==> config.mk <==
export PLATFORM = sky130hd
export DESIGN_NAME = ps2_frame_receiver_flat
export DESIGN_NICKNAME = d
export VERILOG_FILES = /design/src/rtl/ps2_frame_receiver_if.sv /design/src/rtl/ps2_frame_receiver.sv /design/src/flat_wrapper.sv
export SDC_FILE = /design/constraint.sdc
export NUM_CORES = 1
export LEC_CHECK = 0
export CAP_MARGIN = 10
export CORE_ASPECT_RATIO = 1.2
export CORE_MARGIN = 2
export CORE_UTILIZATION = 40
export CTS_CLUSTER_SIZE = 8
export DETAILED_ROUTE_END_ITERATION = 8
export HOLD_SLACK_MARGIN = 0.03
export PLACE_DENSITY = 0.56
export SLEW_MARGIN = 20
export SYNTH_ARGS = -nofsm -noshare
export SYNTH_HDL_FRONTEND = slang
export SYNTH_SLANG_ARGS = --single-unit
export TNS_END_PERCENT = 5
==> constraint.sdc <==
create_clock -name Clk -period 2.96 [get_ports Clk]
set_clock_uncertainty 0.1 [all_clocks]
set_input_delay 0.592 -clock Clk [delete_from_list [all_inputs] [get_ports Clk]]
set_output_delay 0.592 -clock Clk [all_outputs]
set_load 0.01 [all_outputs]
==> src/rtl/ps2_frame_receiver_if.sv <==
// Signal bundle between the PS/2 frame receiver and its keyboard/controller side.
// master drives the raw PS/2 lines and Borrar; slave is the receiver.
interface ps2_frame_receiver_if;
  logic       PS2Clk;
  logic       PS2Data;
  logic       Borrar;
  logic       NewDataKB;
  logic       EndTras;
  logic       ParityCoherente;
  logic       FrameError;
  logic [7:0] ScanCode;
  logic       TimeoutErr;

  modport master (
    output PS2Clk, PS2Data, Borrar,
    input  NewDataKB, EndTras, ParityCoherente, FrameError, ScanCode, TimeoutErr
  );

  modport slave (
    input  PS2Clk, PS2Data, Borrar,
    output NewDataKB, EndTras, ParityCoherente, FrameError, ScanCode, TimeoutErr
  );
endinterface

==> src/rtl/ps2_frame_receiver.sv <==
// PS/2 11-bit frame receiver: synchronizes the keyboard lines, shifts bits LSB-first
// on PS2Clk falling edges, decodes the frame and discards stalled partial frames.
module ps2_frame_receiver #(
  parameter int unsigned TIMEOUT_CYCLES = 50000,
  parameter int unsigned TO_W           = 16
) (
  input  logic                 Clk,
  input  logic                 Reset,
  ps2_frame_receiver_if.slave  bus
);

  typedef enum logic [1:0] {IDLE, RECV, DONE} state_t;

  localparam logic [TO_W-1:0] TO_MAX = TO_W'(TIMEOUT_CYCLES);

  state_t            state, state_n;
  logic [2:0]        kclk_sync;
  logic [1:0]        kdat_sync;
  logic [2:0]        armed;
  logic [10:0]       shreg;
  logic [10:0]       frame_n;
  logic [3:0]        count;
  logic [TO_W-1:0]   tocnt;
  logic              fall, accept, timeout, clear, frame_err_n;

  // armed delays edge detection until all three clock stages hold real samples,
  // so releasing reset with PS2Clk low cannot look like a falling edge.
  always_ff @(posedge Clk or negedge Reset) begin
    if (!Reset) begin
      kclk_sync <= '1;
      kdat_sync <= '1;
      armed     <= '0;
    end else begin
      kclk_sync <= {kclk_sync[1:0], bus.PS2Clk};
      kdat_sync <= {kdat_sync[0], bus.PS2Data};
      armed     <= {armed[1:0], 1'b1};
    end
  end

  assign fall = armed[2] & kclk_sync[2] & ~kclk_sync[1];

  always_ff @(posedge Clk or negedge Reset) begin
    if (!Reset) state <= IDLE;
    else        state <= state_n;
  end

  always_comb begin
    state_n     = state;
    accept      = 1'b0;
    timeout     = 1'b0;
    clear       = 1'b0;
    frame_n     = {kdat_sync[1], shreg[10:1]};
    frame_err_n = frame_n[0] | ~frame_n[10];
    case (state)
      IDLE: begin
        if (fall) begin
          accept  = 1'b1;
          state_n = RECV;
        end
      end
      RECV: begin
        if (fall) begin
          accept = 1'b1;
          if (count == 4'd10) state_n = DONE;
        end else if (tocnt == TO_MAX) begin
          timeout = 1'b1;
          state_n = IDLE;
        end
      end
      DONE: begin
        if (bus.Borrar) begin
          clear   = 1'b1;
          state_n = IDLE;
        end
      end
      default: state_n = IDLE;
    endcase
  end

  always_ff @(posedge Clk or negedge Reset) begin
    if (!Reset) begin
      shreg               <= '0;
      count               <= '0;
      tocnt               <= '0;
      bus.NewDataKB       <= 1'b0;
      bus.TimeoutErr      <= 1'b0;
      bus.EndTras         <= 1'b0;
      bus.ParityCoherente <= 1'b0;
      bus.FrameError      <= 1'b0;
      bus.ScanCode        <= '0;
    end else begin
      bus.NewDataKB  <= accept;
      bus.TimeoutErr <= timeout;

      if (accept) begin
        shreg <= frame_n;
        count <= count + 4'd1;
      end else if (timeout || clear) begin
        shreg <= '0;
        count <= '0;
      end

      if (state == RECV && !accept && !timeout) tocnt <= tocnt + 1'b1;
      else                                      tocnt <= '0;

      // Decode from the incoming frame so results line up with the EndTras rise.
      if (accept && state_n == DONE) begin
        bus.EndTras         <= 1'b1;
        bus.ScanCode        <= frame_n[8:1];
        bus.FrameError      <= frame_err_n;
        bus.ParityCoherente <= ~frame_err_n & (^frame_n[9:1]);
      end else if (clear) begin
        bus.EndTras         <= 1'b0;
        bus.FrameError      <= 1'b0;
        bus.ParityCoherente <= 1'b0;
      end
    end
  end

endmodule

==> src/flat_wrapper.sv <==
// flat-port wrapper written by rule: the top's interface ports become plain ports
module ps2_frame_receiver_flat 
#(
  parameter int unsigned TIMEOUT_CYCLES = 50000,
  parameter int unsigned TO_W           = 16
)
  (Clk, Reset, bus_PS2Clk, bus_PS2Data, bus_Borrar, bus_NewDataKB, bus_EndTras, bus_ParityCoherente, bus_FrameError, bus_ScanCode, bus_TimeoutErr);
  ps2_frame_receiver_if bus_i ();
  input  logic Clk;
  input  logic Reset;
  input wire logic [$bits(bus_i.PS2Clk)-1:0] bus_PS2Clk;
  input wire logic [$bits(bus_i.PS2Data)-1:0] bus_PS2Data;
  input wire logic [$bits(bus_i.Borrar)-1:0] bus_Borrar;
  output wire logic [$bits(bus_i.NewDataKB)-1:0] bus_NewDataKB;
  output wire logic [$bits(bus_i.EndTras)-1:0] bus_EndTras;
  output wire logic [$bits(bus_i.ParityCoherente)-1:0] bus_ParityCoherente;
  output wire logic [$bits(bus_i.FrameError)-1:0] bus_FrameError;
  output wire logic [$bits(bus_i.ScanCode)-1:0] bus_ScanCode;
  output wire logic [$bits(bus_i.TimeoutErr)-1:0] bus_TimeoutErr;
  assign bus_i.PS2Clk = bus_PS2Clk;
  assign bus_i.PS2Data = bus_PS2Data;
  assign bus_i.Borrar = bus_Borrar;
  assign bus_NewDataKB = bus_i.NewDataKB;
  assign bus_EndTras = bus_i.EndTras;
  assign bus_ParityCoherente = bus_i.ParityCoherente;
  assign bus_FrameError = bus_i.FrameError;
  assign bus_ScanCode = bus_i.ScanCode;
  assign bus_TimeoutErr = bus_i.TimeoutErr;
  ps2_frame_receiver #(.TIMEOUT_CYCLES(TIMEOUT_CYCLES), .TO_W(TO_W)) u_core (.Clk(Clk), .Reset(Reset), .bus(bus_i));
endmodule
==> After elaboration in Yosys (flattened, before gate mapping) <==
Cells that the tools add are included.
Widths: inputs -> output; s select.
{ "op_classes": {"n_bitwise": 7, "eq_ne": 5, "add_sub_neg": 2, "reduce_logical": 11, "muxes": 22} }
{ "ops": {"columns": ["cell", "n"], "rows": [
  ["$mux 11", 2],
  ["$add 16x1->16 const B", 1],
  ["$eq 16x16->1 const B", 1],
  ["$mux 16", 1],
  ["$mux 1", 11],
  ["$mux 2", 5],
  ["$reduce_xor 9->1", 1],
  ["$mux 4", 2],
  ["$pmux 2 s3", 1],
  ["$add 4x1->4 const B", 1],
  ["$eq 2x2->1 const B", 2],
  ["$eq 4x4->1 const B", 1],
  ["$reduce_bool 2->1", 2],
  ["$and 1x1->1", 3],
  ["$logic_and 1x1->1", 3],
  ["$not 1->1", 3],
  ["$eq 2x1->1 const B", 1],
  ["$logic_not 1->1", 2],
  ["$logic_not 2->1", 1],
  ["$reduce_or 2->1", 1],
  ["$logic_or 1x1->1", 1],
  ["$or 1x1->1", 1]
]} }
{ "word_totals": {"ff_bits": 54} }

==> Logic depth before layout (Yosys ltp) <==
Gate-level depths: netlist of the first run.
{ "depth": {"ltp_word": 8, "depth_mapped": 8} }

==> Worst setup path before layout of the first run <==
No wires, ideal clock.
{ "synth_timing": {"path_type": "register to register", "start": "reg u_core.kclk_sync[2]", "end": "reg u_core.bus.ScanCode[4]", "setup_slack_ns": 1.222, "path_buffers": 2, "setup_ns": 0.125, "stages_incl_launch_ff": 8, "t_required_ns": 2.735, "t_arrival_ns": 1.513, "synth_period_minus_slack_ns": 1.738, "cell_sequence": "dfstp_2 > nand3b_4 > or2_1 > buf_2 > inv_2 > nand2_2 > buf_6 > mux2_2"} }
{ "synth_via": {"elab_chain_len": 6, "elab_cells_between_ends": 9, "cone_classes": "eq/ne (1); mux (5); bitwise (2); reduce/logical (1)"} }
{ "synth_rtl": {"columns": ["element", "line_no", "rtl"], "rows": [
  ["start: declaration", "ps2_frame_receiver.sv:17", "logic [2:0] kclk_sync;"],
  ["start signal: assignment", "ps2_frame_receiver.sv:34", "kclk_sync <= {kclk_sync[1:0], bus.PS2Clk};"],
  ["$and 1x1->1 * (2 in series)", "ps2_frame_receiver.sv:40", "assign fall = armed[2] & kclk_sync[2] & ~kclk_sync[1];"],
  ["$mux 2 (on tied branches)", "ps2_frame_receiver.sv:62, ps2_frame_receiver.sv:56", null],
  ["$pmux 2 s3", "ps2_frame_receiver.sv:54", "case (state)"],
  ["$eq 2x2->1", "ps2_frame_receiver.sv:107", "if (accept && state_n == DONE) begin"],
  ["$logic_and 1x1->1 *", "ps2_frame_receiver.sv:107", null],
  ["end signal: assignment", "ps2_frame_receiver.sv:109", "bus.ScanCode <= frame_n[8:1];"],
  ["end: declaration", "ps2_frame_receiver_if.sv:21", "output NewDataKB, EndTras, ParityCoherente, FrameError, ScanCode, TimeoutErr"]
]} }
Mark *: on every way between the ends. The rest lies on a longest branch, timed or not.
A chain may end at the register's enable or synchronous reset.

==> Final worst setup path of the first run <==
{ "layout_timing": {"start": "reg u_core.tocnt[0]", "end": "reg u_core.shreg[8]"} }
{ "layout_via": {"elab_chain_len": 6} }
{ "layout_rtl": {"columns": ["element", "line_no", "rtl"], "rows": [
  ["start: declaration", "ps2_frame_receiver.sv:23", "logic [TO_W-1:0] tocnt;"],
  ["start signal: assignment", "ps2_frame_receiver.sv:103", "if (state == RECV && !accept && !timeout) tocnt <= tocnt + 1'b1;"],
  ["$eq 16x16->1", "ps2_frame_receiver.sv:65", "end else if (tocnt == TO_MAX) begin"],
  ["$mux 1", "ps2_frame_receiver.sv:65", null],
  ["$mux 1", "ps2_frame_receiver.sv:62", "if (fall) begin"],
  ["$mux 1", "ps2_frame_receiver.sv:54", null],
  ["$logic_or 1x1->1", "ps2_frame_receiver.sv:98", "end else if (timeout || clear) begin"],
  ["$reduce_bool 2->1 (no source line)", null, null],
  ["end signal: assignment", "ps2_frame_receiver.sv:96", "shreg <= frame_n;"],
  ["end: declaration", "ps2_frame_receiver.sv:20", "logic [10:0] shreg;"]
]} }
No other way between the ends.

==> results.toml, run 1 <==
[status]
status = "completed"

[clock_network]
post_cts_buffers = 0
clk_latency_ns = 0.30
root_buffer = "clkbuf_8"
cts.sinks = 53
cts_max_path_buffers = 2
htreeDepth = 2
hold_buffers = 0
cts_tree = "yes"
cts_made_buffers = 5
clk_pin_slew_ns = 0.09
cts.repair.resized = 0

[grt]
gr-total-overflow = 0
grt_use_total_pct = 14.9
grt_pass1_wl_um = 7310
grt_pass1_vias = 1529
grt_max_degree = 23
antenna_found_initial = 0

[power]
leakagePower_nw = 1.20
power.density_mw_per_mm2 = 624
ir_drop_v = 0.000281
power_mw = 1.67

[die]
ios = 18
core_mm2 = 0.00567
die_w_um = 73.8
die_h_um = 87.7
rows = 30
die_area_mm2 = 0.00647
initial_utilization_pct = 41.2

[worst_setup_path]
critPathKind = "reg -> reg"
slowest_delay_ns = 0.71
arrival_ns = 2.29
slowest_stage = "o21ai_1"
path_cells = "inv_1 -> ha_1 -> and4bb_2 -> nand4_1 -> o21ai_1 -> o21ai_0"
crit_family = "compound AO/OA/AOI/OAI gates"
r2r-start = "u_core.tocnt[0]"
worstPathRequired_ns = 3.02
cp-start-kind = "flip-flop"
endpoint_kind = "flip-flop"
cp_max_fo = 12
cp-startpoint = "u_core.tocnt[0]"
critPathBufInv = 1

[timing]
finalSetupViolCount = 0
finalHoldViolCount = 0
slew_headroom_pct = 46.1
fmax_ghz = 0.448
rsz0062_at_grt = "false"
worst_pin_slew_ns = 0.803
min_period_ns = 2.23
fin_crit_sh_pct = 75.4
slew_viol_final = 0
setup_tns_ns = 0

[placement]
dpl.cell_count = 300
dpl.hpwl_um = 2860
gp_congestion = 0.760
io_buffer_count = 17

[yosys]
synthArstFlopShare_pct = 100
seq_area_frac_synth_pct = 57.0
yosysUniqueCellTypes = 48
synthesis.area_mm2 = 0.00234
yosys.area.top_type = "dfrtp_1"
yosysWarnings = 0
syn_nets = 217
yosysMostFrequentCell = "dfrtp_1"
netlist.area_leader.share_pct = 51.4
yosys_register_bits = 53
postSynthCellCount = 208
synth_area_per_cell_um2 = 11.2
synthFlopType = "dfrtp_1"
synth_common_cells = "dfrtp_1 (48), nand2_1 (29), nor2_1 (15)"
synth_edf_count = 0
synth_area_leaders = "dfrtp_1 (51%), dfstp_2 (5.6%), nand2_1 (4.7%)"

[hold_path]
min_path_type = "in -> async"

[flow_run]
maxCapViolations = 0

[drt]
drt_iter0_drc = 124
dr.pass1.iters = 4
drtAntennaViolNets = 0
drt-total-wl_um = 4130
post_drt_wl_per_cell_um = 13.4
vias = 1497
viasPerCell = 4.86
drc = 0

[final_layout]
fillCellCount = 538
layoutNonFillerInstCount = 308
layout.nets = 236
diodes = 0
drive_gt1_share_pct = 16.2
area.growth.synth_to_final_pct = 14.8
cells by family (layout without fill, tap and decap cells):
| group | count (synthesis) | after routing | share of synthesized area (%) |
|---|---|---|---|
| simple gates | 78 | 78 | 18.5 |
| compound gates | 31 | 31 | 7.92 |
| fa+ha+maj | 4 | 4 | 2.14 |
| other cells | 1 | 1 | 0.160 |
| xor+xnor | 17 | 17 | 6.96 |
| buf+inv | 15 | 35 | 3.00 |
| flops | 53 | 53 | 57.0 |
| mux | 9 | 9 | 4.28 |
layout by cell type, fill, tap and decap left out, drive strengths merged, types with 2 or more instances in the layout:
cell           instances
a21oi                  7
and4                   2
and4b                  2
buf                    4
clkbuf                 7
clkdlybuf4s50         16
dfrtp                 48
dfstp                  5
ha                     4
inv                    7
mux2                   8
nand2                 30
nand2b                 2
nand3                  7
nand3b                 3
nand4                  4
nor2                  15
nor4                   2
o21ai                 15
o22ai                  3
o31ai                  2
or2                    2
or3                    3
or4                    2
xnor2                  9
xor2                   7
state kept, by name (all words and copies together), names as in the netlist:
name,flops
u_core.armed,3
u_core.bus.EndTras,1
u_core.bus.FrameError,1
u_core.bus.NewDataKB,1
u_core.bus.ParityCoherente,1
u_core.bus.ScanCode,8
u_core.bus.TimeoutErr,1
u_core.count,4
u_core.kclk_sync,3
u_core.kdat_sync,2
u_core.shreg,10
u_core.state,2
u_core.tocnt,16
power by group:
part	internal (mW)	leakage, nW	switching [mW]
Combinational	0.180	0.449	0.151
Sequential	0.816	0.692	0.0876
Clock	0.212	0.0542	0.227
Total	1.21	1.20	0.465
final cells by class:
cell class	instances	area [um^2]	area share, %
Tap cell	80	100	3.73
Inverter	7	26.3	0.979
Clock inverter	1	5.00	0.187
Clock buffer	7	96.3	3.59
Multi-Input combinational cell	140	935	34.8
Timing Repair Buffer	20	188	7.00
Sequential cell	53	1330	49.7
routing by layer:
layer	global-route usage [%]	part of all wire, %
met3	3.45	2.9
met4	6.45	2.8
met1	18.0	44
met5	0	0
met2	25.2	50
worst paths after layout:
path / endpoint / slack (ns) / cells past startpoint
worst max-delay path: u_core.shreg[8] / 0.73 / 6
min in group Clk: u_core.armed[1] / 0.26 / 0
worst min register to register: u_core.armed[1] / 0.26 / 0
max in group asynchronous: u_core.kclk_sync[1] / 2.00 / 2
worst max register to register: u_core.shreg[8] / 0.73 / 6
worst min-delay path: u_core.bus.ScanCode[4] / 0.1 / 1
stage by stage:
stage	worst slack [ns]	hold slack (ns)	utilization [%]	area, um^2
floorplan	1.22	0.196	-	2340
global placement	0.775	0.233	45.5	2580
detailed placement	0.742	0.236	45.5	2580
CTS	0.720	0.108	47.3	2680
global route	0.430	0.122	47.3	2680
finish	0.729	0.0986	47.3	2680
No activity file was read; power rests on OpenSTA's default activity.
==> run 2: changes to the inputs <==
==> constraint.sdc (replaced) <==
create_clock -name Clk -period 2.3 [get_ports Clk]
set_clock_uncertainty 0.1 [all_clocks]
set_input_delay 0.46 -clock Clk [delete_from_list [all_inputs] [get_ports Clk]]
set_output_delay 0.46 -clock Clk [all_outputs]
set_load 0.01 [all_outputs]
==> results.toml, run 2 (synthesized netlist as in run 1, its figures left out) <==
[clock_network]
hold_buffers = 1
cts.sinks = 53
cts_max_path_buffers = 2
root_buffer = "clkbuf_8"
htreeDepth = 2
post_cts_buffers = 0
cts_made_buffers = 5
cts_tree = "yes"
cts.repair.resized = 0
clk_pin_slew_ns = 0.09
clk_latency_ns = 0.30

[worst_setup_path]
endpoint_kind = "flip-flop"
r2r-start = "u_core.tocnt[0]"
cp-startpoint = "u_core.tocnt[0]"
critPathKind = "reg -> reg"
r2r_slack_ns = 0.45
arrival_ns = 1.98
cp-start-kind = "flip-flop"
worstPathRequired_ns = 2.43
cp_max_fo = 5

[die]
die_h_um = 87.7
initial_utilization_pct = 41.2
ios = 18
core_mm2 = 0.00567
die_w_um = 73.8
rows = 30
die_area_mm2 = 0.00647

[power]
ir_drop_v = 0.000375
power_mw = 2.23
power.density_mw_per_mm2 = 821
leakagePower_nw = 1.21

[placement]
dpl.cell_count = 302
gp_congestion = 0.722
io_buffer_count = 17
place_ws_ns = 0.439
dpl_cell_area_mm2 = 0.00260
dpl.hpwl_um = 2770

[final_layout]
largest_reg_flops = 16
layout.nets = 239
fillCellCount = 532
area.growth.synth_to_final_pct = 16.5
max_flop_register = "u_core.tocnt"
diodes = 0
finish.instance_area_mm2 = 0.00272
regArea_mm2 = 0.00133
layoutNonFillerInstCount = 311
final_common_cell = "dfrtp_1"
final_cell_mix = "dfrtp_1 (48), nand2_1 (29), clkdlybuf4s50_1 (16), nor2_1 (15), o21ai_0 (11)"
multi_input_area_um2 = 935
reg_top3 = "u_core.tocnt: 16 flops, u_core.shreg: 10 flops, u_core.bus.ScanCode: 8 flops"
drive_gt1_share_pct = 16.5

[timing]
timing.final.ws_setup_ns = 0.450
fmax_ghz = 0.541
rsz0062_at_grt = "false"
slew_viol_final = 0
finalHoldViolCount = 0
fin_crit_sh_pct = 80.4
finalSetupViolCount = 0
min_period_ns = 1.85
setup_tns_ns = 0

[grt]
grt_max_degree = 27
grt_pass1_wl_um = 7140
gr-total-overflow = 0
met2_usage_pct = 24.5
antenna_found_initial = 0
grt_util_met3_pct = 3.68
grt_pass1_vias = 1556
grt-busiest-layer = "met2"
gr-usage-met1_pct = 17.3
grt_use_total_pct = 14.3

[drt]
drt_iter0_drc = 52
drt-total-wl_um = 4000
dr.pass1.iters = 4
drtAntennaViolNets = 0
vias = 1537
viasPerCell = 4.94
post_drt_wl_per_cell_um = 12.9
drc = 0

[hold_path]
hp-start = "u_core.kdat_sync[0]"
min_path_type = "reg -> reg"

[flow_run]
maxCapViolations = 0

[status]
status = "completed"
## run 2: critical path: stages (launching register included)
cell,delay [ns]
dfrtp_1,0.42
ha_1,0.20
nand3_1,0.17
or2_1,0.33
or4_1,0.41
a21oi_1,0.15
## run 2: power breakdown
part	internal [mW]	leakage [nW]	switching, mW	total [mW]
sequential	1.05	0.692	0.113	1.16
combinational	0.237	0.463	0.189	0.426
clock	0.355	0.0585	0.291	0.646
## run 2: metrics by stage
| step | util, % | hold slack, ns |
|---|---|---|
| detailed placement | 45.8 | 0.185 |
| global placement | 45.8 | 0.185 |
| floorplan | - | 0.0644 |
| global route | 48.0 | 0.256 |
| CTS | 48.0 | 0.252 |
| finish | 48.0 | 0.252 |
## run 2: layout make-up
class	instances	share of cell area (%)
clock buffer	7	3.17
clock inverter	1	1.10
inverter	7	0.965
multi-input combinational	140	34.3
sequential	53	48.9
tap	80	3.68
timing repair buffer	23	7.81
## run 2: worst paths after layout
path | endpoint | cells after the start
max in group asynchronous | u_core.kclk_sync[0] | 3
worst min register to register | u_core.kdat_sync[1] | 0
worst max register to register | u_core.tocnt[14] | 5
worst min-delay path | u_core.kdat_sync[1] | 0
min in group asynchronous | u_core.shreg[4] | 2
worst max-delay path | u_core.tocnt[14] | 5
## run 2: layer usage
layer	share of wire, %	vias up
met1	44	749
met5	0	-
met2	52	29
met4	1.8	0
li1	-	753
met3	3.0	6
